--- config.mk ---
export PLATFORM = sky130hd
export DESIGN_NAME = led_pattern_gen_flat
export DESIGN_NICKNAME = d
export VERILOG_FILES = /design/src/rtl/led_pattern_if.sv /design/src/rtl/led_pattern_gen.sv /design/src/flat_wrapper.sv
export SDC_FILE = /design/constraint.sdc
export NUM_CORES = 1
export LEC_CHECK = 0
export ABC_AREA = 1
export CORE_ASPECT_RATIO = 1.75
export CORE_MARGIN = 2
export CORE_UTILIZATION = 50
export CTS_BUF_LIST = sky130_fd_sc_hd__clkbuf_8
export DETAILED_ROUTE_END_ITERATION = 8
export DONT_BUFFER_PORTS = 1
export GPL_ROUTABILITY_DRIVEN = 0
export SLEW_MARGIN = 20
export SYNTH_ARGS = -nofsm -noshare
export SYNTH_HDL_FRONTEND = slang
export SYNTH_SLANG_ARGS = --single-unit
--- constraint.sdc ---
create_clock -name clk -period 3.8 [get_ports clk]
set_input_delay 0.19 -clock clk [delete_from_list [all_inputs] [get_ports clk]]
set_output_delay 0.19 -clock clk [all_outputs]
set_load 0.01 [all_outputs]
--- src/rtl/led_pattern_if.sv ---
// Pattern-generator control/observe bundle: mode/hold in, LED drive and step tick out.
interface led_pattern_if #(
  parameter int unsigned NUM_LEDS = 4
);
  logic [1:0]          mode;
  logic                hold;
  logic [NUM_LEDS-1:0] leds;
  logic                tick;

  modport master (output mode, hold, input leds, tick);
  modport slave  (input mode, hold, output leds, tick);
endinterface

--- src/rtl/led_pattern_gen.sv ---
// Runtime-selectable LED pattern generator: alternate, bounce chase, binary count, PWM breathe.
module led_pattern_gen #(
  parameter int unsigned NUM_LEDS = 4,
  parameter int unsigned STEP_DIV = 12000000,
  parameter int unsigned PWM_BITS = 8
) (
  input  logic           clk,
  input  logic           rst,
  led_pattern_if.slave   bus
);

  localparam int unsigned PRESC_W = $clog2(STEP_DIV);
  localparam int unsigned POS_W   = $clog2(NUM_LEDS);

  localparam logic [PRESC_W-1:0]  PRESC_LAST = PRESC_W'(STEP_DIV - 1);
  localparam logic [POS_W-1:0]    POS_LAST   = POS_W'(NUM_LEDS - 1);
  localparam logic [PWM_BITS-1:0] DUTY_MAX   = '1;

  localparam logic DIR_UP   = 1'b0;
  localparam logic DIR_DOWN = 1'b1;

  function automatic logic [NUM_LEDS-1:0] alt_init();
    logic [NUM_LEDS-1:0] v;
    v = '0;
    for (int unsigned i = 0; i < NUM_LEDS; i += 2) v[i] = 1'b1;
    return v;
  endfunction

  logic [PRESC_W-1:0]  presc, presc_n;
  logic [1:0]          mode_q;
  logic                started;
  logic [NUM_LEDS-1:0] pat, pat_n;
  logic [POS_W-1:0]    pos, pos_n;
  logic                dir, dir_n;
  logic [NUM_LEDS-1:0] cnt, cnt_n;
  logic [PWM_BITS-1:0] duty, duty_n;
  logic [PWM_BITS-1:0] pwm_cnt;
  logic [NUM_LEDS-1:0] leds_n, leds_q;
  logic                chg, load;
  logic                step_p0, step_p1, tick_p2;

  // Reset release is treated like a mode change so the first edge loads init state.
  assign chg  = (bus.mode != mode_q);
  assign load = chg || !started;

  always_ff @(posedge clk or posedge rst) begin
    if (rst) begin
      presc   <= '0;
      mode_q  <= '0;
      started <= 1'b0;
      pat     <= '0;
      pos     <= '0;
      dir     <= DIR_UP;
      cnt     <= '0;
      duty    <= '0;
      pwm_cnt <= '0;
      leds_q  <= '0;
      step_p1 <= 1'b0;
      tick_p2 <= 1'b0;
    end else begin
      presc   <= presc_n;
      mode_q  <= bus.mode;
      started <= 1'b1;
      pat     <= pat_n;
      pos     <= pos_n;
      dir     <= dir_n;
      cnt     <= cnt_n;
      duty    <= duty_n;
      pwm_cnt <= pwm_cnt + 1'b1;
      leds_q  <= leds_n;
      step_p1 <= step_p0;
      tick_p2 <= step_p1;
    end
  end

  always_comb begin
    presc_n = presc;
    pat_n   = pat;
    pos_n   = pos;
    dir_n   = dir;
    cnt_n   = cnt;
    duty_n  = duty;
    step_p0 = 1'b0;
    if (load) begin
      // Inactive modes' state is don't-care, so every mode's init is loaded together.
      presc_n = '0;
      pat_n   = alt_init();
      pos_n   = '0;
      dir_n   = DIR_UP;
      cnt_n   = '0;
      duty_n  = '0;
    end else if (bus.hold) begin
      presc_n = presc;
    end else if (presc == PRESC_LAST) begin
      presc_n = '0;
      step_p0 = 1'b1;
      case (mode_q)
        2'd0: pat_n = ~pat;
        2'd1: begin
          if (dir == DIR_UP) begin
            if (pos == POS_LAST) begin
              dir_n = DIR_DOWN;
              pos_n = POS_LAST - 1'b1;
            end else begin
              pos_n = pos + 1'b1;
            end
          end else begin
            if (pos == '0) begin
              dir_n = DIR_UP;
              pos_n = POS_W'(1);
            end else begin
              pos_n = pos - 1'b1;
            end
          end
        end
        2'd2: cnt_n = cnt + 1'b1;
        default: begin
          if (dir == DIR_UP) begin
            if (duty == DUTY_MAX) begin
              dir_n  = DIR_DOWN;
              duty_n = DUTY_MAX - 1'b1;
            end else begin
              duty_n = duty + 1'b1;
            end
          end else begin
            if (duty == '0) begin
              dir_n  = DIR_UP;
              duty_n = PWM_BITS'(1);
            end else begin
              duty_n = duty - 1'b1;
            end
          end
        end
      endcase
    end else begin
      presc_n = presc + 1'b1;
    end
  end

  // Output stage: LED image formed from current state, registered one edge later.
  always_comb begin
    leds_n = '0;
    case (mode_q)
      2'd0:    leds_n = pat;
      2'd1:    leds_n = NUM_LEDS'(1) << pos;
      2'd2:    leds_n = cnt;
      default: leds_n = {NUM_LEDS{pwm_cnt < duty}};
    endcase
  end

  assign bus.leds = leds_q;
  assign bus.tick = tick_p2;

endmodule

--- src/flat_wrapper.sv ---
// flat-port wrapper written by rule: the top's interface ports become plain ports
module led_pattern_gen_flat 
#(
  parameter int unsigned NUM_LEDS = 4,
  parameter int unsigned STEP_DIV = 12000000,
  parameter int unsigned PWM_BITS = 8
)
  (clk, rst, bus_mode, bus_hold, bus_leds, bus_tick);
  led_pattern_if #(.NUM_LEDS(NUM_LEDS)) bus_i ();
  input  logic clk;
  input  logic rst;
  input wire logic [$bits(bus_i.mode)-1:0] bus_mode;
  input wire logic [$bits(bus_i.hold)-1:0] bus_hold;
  output wire logic [$bits(bus_i.leds)-1:0] bus_leds;
  output wire logic [$bits(bus_i.tick)-1:0] bus_tick;
  assign bus_i.mode = bus_mode;
  assign bus_i.hold = bus_hold;
  assign bus_leds = bus_i.leds;
  assign bus_tick = bus_i.tick;
  led_pattern_gen #(.NUM_LEDS(NUM_LEDS), .STEP_DIV(STEP_DIV), .PWM_BITS(PWM_BITS)) u_core (.clk(clk), .rst(rst), .bus(bus_i));
endmodule
==> summary.md, run 1 <==
| Metric | Value |
|---|---|
| Pin count of the biggest net entering global routing | `32` |
| RSZ-0062 raised after global routing | `no` |
| CP peak stage delay | `approximately 430 ps` |
| CTS HTree Levels | `3` |
| Clk sinks | `60` |
| Buffers added on ports | `0` |
| CP Data Required Time | `between 4000 and 5000 ps` |
| Post-DP HPWL | `7000 µm` |
| Leak Pwr | `0.00193 µW` |
| Crit Path Class | `reg -> reg` |
| Routed vias/inst | `between 5 and 6` |
| Max Clock Skew | `10.3 ps` |
| Most common cell after layout, fill and taps aside | `nand2_1` |
| Initial antenna violation count | `0` |
| Wire length per cell | `around 15 µm` |
| Share of layout cells above drive strength 1 | `8.07%` |
| Setup Fix Bufs, Post-CTS | `0` |
| PD cells | `329 nW/µm²` |
| Max-slew headroom | `55.8%` |
| Post-Route WL | `9070 µm` |
| Outcome | `completed` |
| Post_cts resized | `0` |
| Placed inst area | `~3800 µm²` |
| Pre-CTS WS | `1760 ps` |
| P&R area growth vs syn | `7.59%` |
| Critical Path AT | `2320 ps` |
| Int Power | `approximately 1000 µW` |
| Diodes inserted | `0` |
| F_max | `between 0.4 and 0.5 GHz` |
| Final period util | `53.6%` |
| Max-slew violations | `0` |
| First-pass GRT wire length | `between 15000 and 20000 µm` |
| Clock buffer depth | `2` |
| Clock insertion delay at the later pin of the skew report | `350 ps` |
| Clock Power Share | `between 40% and 50%` |
| ANT nets after route | `0` |
| Drt initial violations | `218` |
| Via count | `roughly 3300` |
| Number of global-route vias before repair | `3251` |
| Root buf cell | `clkbuf_8` |
| Top Ports | `10` |
| Sw Pwr | `322 µW` |
| Clock transition at path regs | `70 ps` |
| Avg Synthesized Cell Area | `approximately 7 µm²` |
| Setup TNS | `0 ps` |
| GRT Residual Overflow | `0` |
| Core Footprint | `about 7200 µm²` |
| Synth Register Bits | `60` |
| CP max stage cell | `dfrtp_1` |
| Worst Tran Pin Value | `663 ps` |
| Number of fill cells | `around 700` |
| Die area | `8210 µm²` |
| CTS tree | `done` |
| Sw Share | `around a quarter` |
| Cell row count | `41` |
| TritonRoute pass-1 iters | `4` |
| Fin crit period | `2040 ps` |
| # setup viols final | `0` |
| Footprint of the multi-input gates | `1930 µm²` |
| Gate power share | `6.0%` |
| Critical path, cell by cell | `xnor2_1 -> nand2_1 -> inv_2 -> nand2_2 -> inv_2 -> o21ai_0 -> nor2_1` |
| Final Hold Fails | `0` |
| Post-synth cell types | `34` |
| GRT Overall Usage | `23.4%` |
| Initial core utilization | `51.7%` |
| Largest fanout on the critical path | `21` |
| Final worst slack | `1760 ps` |
| Synthesis Warnings | `0` |
| Syn Inst Count | `522` |
| Min-Delay Path Class | `in -> reg` |
| Die height | `118 µm` |
| Net Count, Synth | `540` |
| Mapped Area | `3740 µm²` |
| Critical Path Sink Type | `flip-flop` |
| Most frequent cells in the layout | `nand2_1 (142), nor2_1 (77), dfrtp_1 (60), inv_1 (59), nand3_1 (47)` |
| Register area share after synthesis | `40.1%` |
| Cts bufs inserted | `9` |
| Worst reg2reg path depth | `7` |
| Max Cap Violations | `0` |
| Cell area after layout | `4020 µm²` |
| DRC | `0` |
| CP most frequent cell | `inv_2` |
| Chip width | `69.4 µm` |
| Startpoint types | `flip-flop` |
| Layout Nets | `between 500 and 600` |
| Flop pwr share | `49.6%` |
| Worst hold stages | `3` |
| Max VDD drop | `0.000196 V` |
| Total power | `1320 µW` |
| FF/Latch Area | `1500 µm²` |
logic make-up after synthesis:
| family | Yosys count | share of synthesized area, % |
|---|---|---|
| flops | 60 | 40.1 |
| compound gates | 52 | 8.03 |
| buf+inv | 73 | 8.30 |
| xor+xnor | 13 | 3.04 |
| fa+ha+maj | 13 | 4.35 |
| simple gates | 310 | 36.0 |
| other cells | 1 | 0.100 |
cells in the mapped netlist:
cell type    n  area, µm²
nand2_1    142        533
nor2_1      77        289
dfrtp_1     60       1500
inv_1       59        221
nand3_1     47        235
o21ai_0     20        100
ha_1        13        163
nand4_1     13       81.3
a21oi_1     11       55.1
xor2_1      11       96.3
nor3_1       9       45.0
o21ai_1      8       40.0
or2_2        6       37.5
nand3_2      5       50.1
a221oi_1     4       35.0
buf_2        4       20.0
inv_2        4       15.0
nand2_2      4       25.0
buf_6        3       33.8
nor2_2       3       18.8
o21ai_2      3       26.3
a31oi_1      2       12.5
buf_4        2       15.0
xnor2_1      2       17.5
a211oi_1     1       7.51
clkbuf_2     1       5.00
conb_1       1       3.75
nand3b_1     1       7.51
nor2_4       1       11.3
nor3b_1      1       7.51
nor4_1       1       6.26
o211ai_1     1       7.51
o21bai_1     1       7.51
o41ai_1      1       8.76
final cells by class:
type | count | share of cell area (%)
inverter | 63 | 5.88
timing repair buffer | 5 | 1.18
sequential | 60 | 37.3
clock buffer | 11 | 3.76
tap | 86 | 2.67
clock inverter | 5 | 1.27
multi-input combinational | 389 | 47.9
through the flow:
step | cells | hold slack (ps) | utilization [%]
after floorplan | 522 | 221 | -
after global placement | 599 | 192 | 52.3
after detailed placement | 599 | 202 | 52.3
after CTS | 619 | 30.2 | 55.6
after global routing | 619 | 65.7 | 55.6
final | 619 | 49.7 | 55.6
power by group through the flow:
stage / clock (µW) / combinational (µW) / sequential [µW]
CTS: 606 / 81.4 / 657
finish: 587 / 79.7 / 657
floorplan: 0 / 66.9 / 666
global route: 627 / 91.5 / 657
detailed placement: 0 / 77.5 / 669
global placement: 0 / 76.6 / 668
final timing paths:
path	slack, ps	end	from
hold reg to reg	350	u_core.bus.tick$_DFF_PP0_	u_core.step_p1$_DFF_PP0_
max in group asynchronous	2540	u_core.presc[7]$_DFFE_PP0P_	rst
setup reg to reg	1760	u_core.presc[22]$_DFFE_PP0P_	u_core.mode_q[1]$_DFF_PP0_
setup / recovery	1760	u_core.presc[22]$_DFFE_PP0P_	u_core.mode_q[1]$_DFF_PP0_
min in group asynchronous	390	u_core.bus.leds[3]$_DFF_PP0_	rst
hold / removal	50	u_core.pos[0]$_DFFE_PP0P_	bus_hold
repair_timing:
item                                    in CTS  in global routing
endpoints found under the setup margin       0                  0
endpoints found under the hold margin       34                  0
hold buffers                                 4                  0
state kept, by name, indices dropped and copies added, names as in the netlist, 2 cells and up:
name,count
u_core.pwm_cnt,8
u_core.presc,24
u_core.bus.leds,4
u_core.cnt,4
u_core.pat,4
u_core.mode_q,2
u_core.duty,8
u_core.pos,2
critical path: cells and delay by family (launching register included):
kind / cells / cell delay [ps]
buf+inv: 2 / 570
compound gates: 1 / 110
xor+xnor: 1 / 260
flops: 1 / 430
simple gates: 3 / 600
routing by layer:
metal	wire length, µm	vias up	track usage (%)
li1	-	1691	-
met1	3380	1514	22.8
met2	4870	80	43.1
met3	258	31	4.43
met4	560	0	16.5
met5	0	-	0
No activity file was read; power rests on OpenSTA's default activity.
==> run 2, diff against run 1 <==
- PLACE_DENSITY: default -> 0.68
- clock period: 3.8 -> 1.72 ns (I/O delays scaled with it)
==> run 2 against run 1 <==
Count of clock-buffer cells in the layout is 2 lower. Routed wire length fell by 1.3%. Hold slack improved by 84 ps. Sequential power is 120% higher. Critical endpoint is now u_core.pos[1]$_DFFE_PP0P_. Largest cell class unchanged. Largest power group unchanged. Highest routed layer unchanged.
==> summary.md, run 2 (synthesis gave the netlist of run 1 again) <==
| Metric | Value |
|---|---|
| Largest fanout on the critical path | `3 (was 21)` |
| Clk sinks | `60 (unchanged)` |
| Buffers added on ports | `0 (unchanged)` |
| PD cells | `650 nW/µm² (was 329 nW/µm²)` |
| Clock transition at path regs | `70 ps (about the same)` |
| Die height | `118 µm (unchanged)` |
| Placed inst area | `3970 µm² (was 3780 µm²)` |
| Setup TNS | `0 ps (unchanged)` |
| CP max stage cell | `dfrtp_1 (unchanged)` |
| Cell row count | `41 (unchanged)` |
| Non-Filler Instances | `646 (was 619)` |
| Max reg flops | `24 (unchanged)` |
| CTS HTree Levels | `3 (unchanged)` |
| Placed Cells | `623 (was 599)` |
| ANT nets after route | `0 (unchanged)` |
| Startpoint types | `flip-flop (unchanged)` |
| Number of global-route vias before repair | `3294 (was 3251)` |
| Pin count of the biggest net entering global routing | `34 (was 32)` |
| Clock buffer depth | `2 (unchanged)` |
| # setup viols final | `0 (unchanged)` |
| Min-Delay Path Class | `in -> reg (unchanged)` |
| Max Cap Violations | `0 (unchanged)` |
| Initial antenna violation count | `0 (unchanged)` |
| TritonRoute pass-1 iters | `5 (was 4)` |
| Pre-CTS WS | `24.8 ps (was 1760 ps)` |
| Cell area after layout | `4230 µm² (was 4020 µm²)` |
| CP Data Required Time | `2010 ps (was 4080 ps)` |
| Family with the most delay on the worst path | `simple AND/OR/NAND/NOR gates (unchanged)` |
| Outcome | `completed (unchanged)` |
| CP Buf/Inv Count | `1 (was 2)` |
| Critical Path Sink Type | `flip-flop (unchanged)` |
| Most common cell after layout, fill and taps aside | `nand2_1 (unchanged)` |
| Initial core utilization | `51.7% (unchanged)` |
| Via count | `3412 (was 3316)` |
| Cts bufs inserted | `9 (unchanged)` |
| Leak Pwr | `0.00204 µW (was 0.00193 µW)` |
| Final worst slack | `105 ps (was 1760 ps)` |
| Die area | `8210 µm² (unchanged)` |
| First-pass GRT wire length | `15200 µm (was 15000 µm)` |
| GRT Overall Usage | `23.4% (about the same)` |
| Max VDD drop | `0.000531 V (was 0.000196 V)` |
| Critical Path AT | `1910 ps (was 2320 ps)` |
| Chip width | `69.4 µm (unchanged)` |
| Max Clock Skew | `10.3 ps (about the same)` |
| Diodes inserted | `0 (unchanged)` |
| Fin crit period | `1620 ps (was 2040 ps)` |
| Share of layout cells above drive strength 1 | `13.8% (was 8.07%)` |
| Root buf cell | `clkbuf_8 (unchanged)` |
| Critical path, cell by cell | `ha_2 -> nand2_2 -> inv_2 -> nand2_2 -> nor2_4 -> nand3_2 -> nor2_1 -> nand2_1 -> nor2_1 -> nand2_1 -> nand2_1 (was xnor2_1 -> nand2_1 -> inv_2 -> nand2_2 -> inv_2 -> o21ai_0 -> nor2_1)` |
| DRC | `0 (unchanged)` |
| Wire length per cell | `13.9 µm (was 14.6 µm)` |
| CP peak stage delay | `380 ps (was 430 ps)` |
| Routed vias/inst | `5.28 (was 5.36)` |
| P&R area growth vs syn | `13.1% (was 7.59%)` |
| Post-Route WL | `8950 µm (was 9070 µm)` |
| Clock insertion delay at the later pin of the skew report | `350 ps (about the same)` |
| Final Hold Fails | `0 (unchanged)` |
| RSZ-0062 raised after global routing | `yes (was no)` |
| Total power | `2750 µW (was 1320 µW)` |
| F_max | `0.619 GHz (was 0.491 GHz)` |
| Core Footprint | `7230 µm² (unchanged)` |
| CTS tree | `done (unchanged)` |
| Top Ports | `10 (unchanged)` |
| Drt initial violations | `221 (was 218)` |
| Biggest register | `u_core.presc (unchanged)` |
| Largest registers | `u_core.presc x24, u_core.duty x8, u_core.pwm_cnt x8 (unchanged)` |
| Final period util | `93.9% (was 53.6%)` |
| Max-slew violations | `0 (unchanged)` |
| Layout Nets | `573 (was 546)` |
| Crit Path Class | `reg -> reg (unchanged)` |
| Most frequent cells in the layout | `nand2_1 (142), nor2_1 (73), dfrtp_1 (60), inv_1 (57), nand3_1 (47) (was nand2_1 (142), nor2_1 (77), dfrtp_1 (60), inv_1 (59), nand3_1 (47))` |
| GRT Residual Overflow | `0 (unchanged)` |
| CP most frequent cell | `nand2_1 (was inv_2)` |
| Post-DP HPWL | `6970 µm (was 7000 µm)` |
run 2: report_power, final:
group	internal, µW	leakage, µW	total [µW]	switching [µW]
clock	512	0.0000801	1090	583
sequential	1430	0.000801	1450	18.2
combinational	67.3	0.00116	209	142
total	2010	0.00204	2750	743
run 2: worst register-to-register path: cells and delay by family, from the launching register on:
family        cells  cell delay, ps
simple gates      9             890
flops             1             380
fa+ha+maj         1             200
buf+inv           1              70
run 2: cell type report:
type | count | area (µm²)
Timing Repair Buffer | 32 | 263
Tap cell | 86 | 108
Multi-Input combinational cell | 389 | 1950
Clock inverter | 7 | 46.3
Clock buffer | 9 | 124
Fill cell | 738 | 3000
Inverter | 63 | 236
Sequential cell | 60 | 1500
run 2: timing repair:
item                       CTS  global route
setup endpoints to repair    0            20
setup buffers                0             3
hold buffers                 4             0
gates resized for setup      0            11
hold endpoints to repair    67             0
run 2: per-stage QoR:
stage	hold WS (ps)	util, %
CTS	113	57.8
detailed placement	60.8	54.9
global route	158	58.5
global placement	55.7	54.9
floorplan	117	-
finish	134	58.5
run 2: path summary, 6_finish.rpt:
kind / cells after the start / slack, ps / end / start
max in group asynchronous: 3 / 1110 / u_core.duty[5]$_DFFE_PP0P_ / rst
max reg2reg: 11 / 100 / u_core.pos[1]$_DFFE_PP0P_ / u_core.presc[1]$_DFFE_PP0P_
max: 11 / 100 / u_core.pos[1]$_DFFE_PP0P_ / u_core.presc[1]$_DFFE_PP0P_
min: 4 / 130 / u_core.presc[14]$_DFFE_PP0P_ / bus_hold
min in group asynchronous: 3 / 260 / u_core.cnt[0]$_DFFE_PP0P_ / rst
min reg2reg: 0 / 370 / u_core.bus.tick$_DFF_PP0_ / u_core.step_p1$_DFF_PP0_
run 2: layer usage:
layer	share of wire, %	vias to the layer above	GRT usage (%)	wire length [µm]
li1	-	1747	-	-
met1	37	1591	23.8	3330
met2	59	59	45.4	5270
met3	2.1	15	4.18	192
met4	1.7	0	9.80	150
met5	0	-	0	0
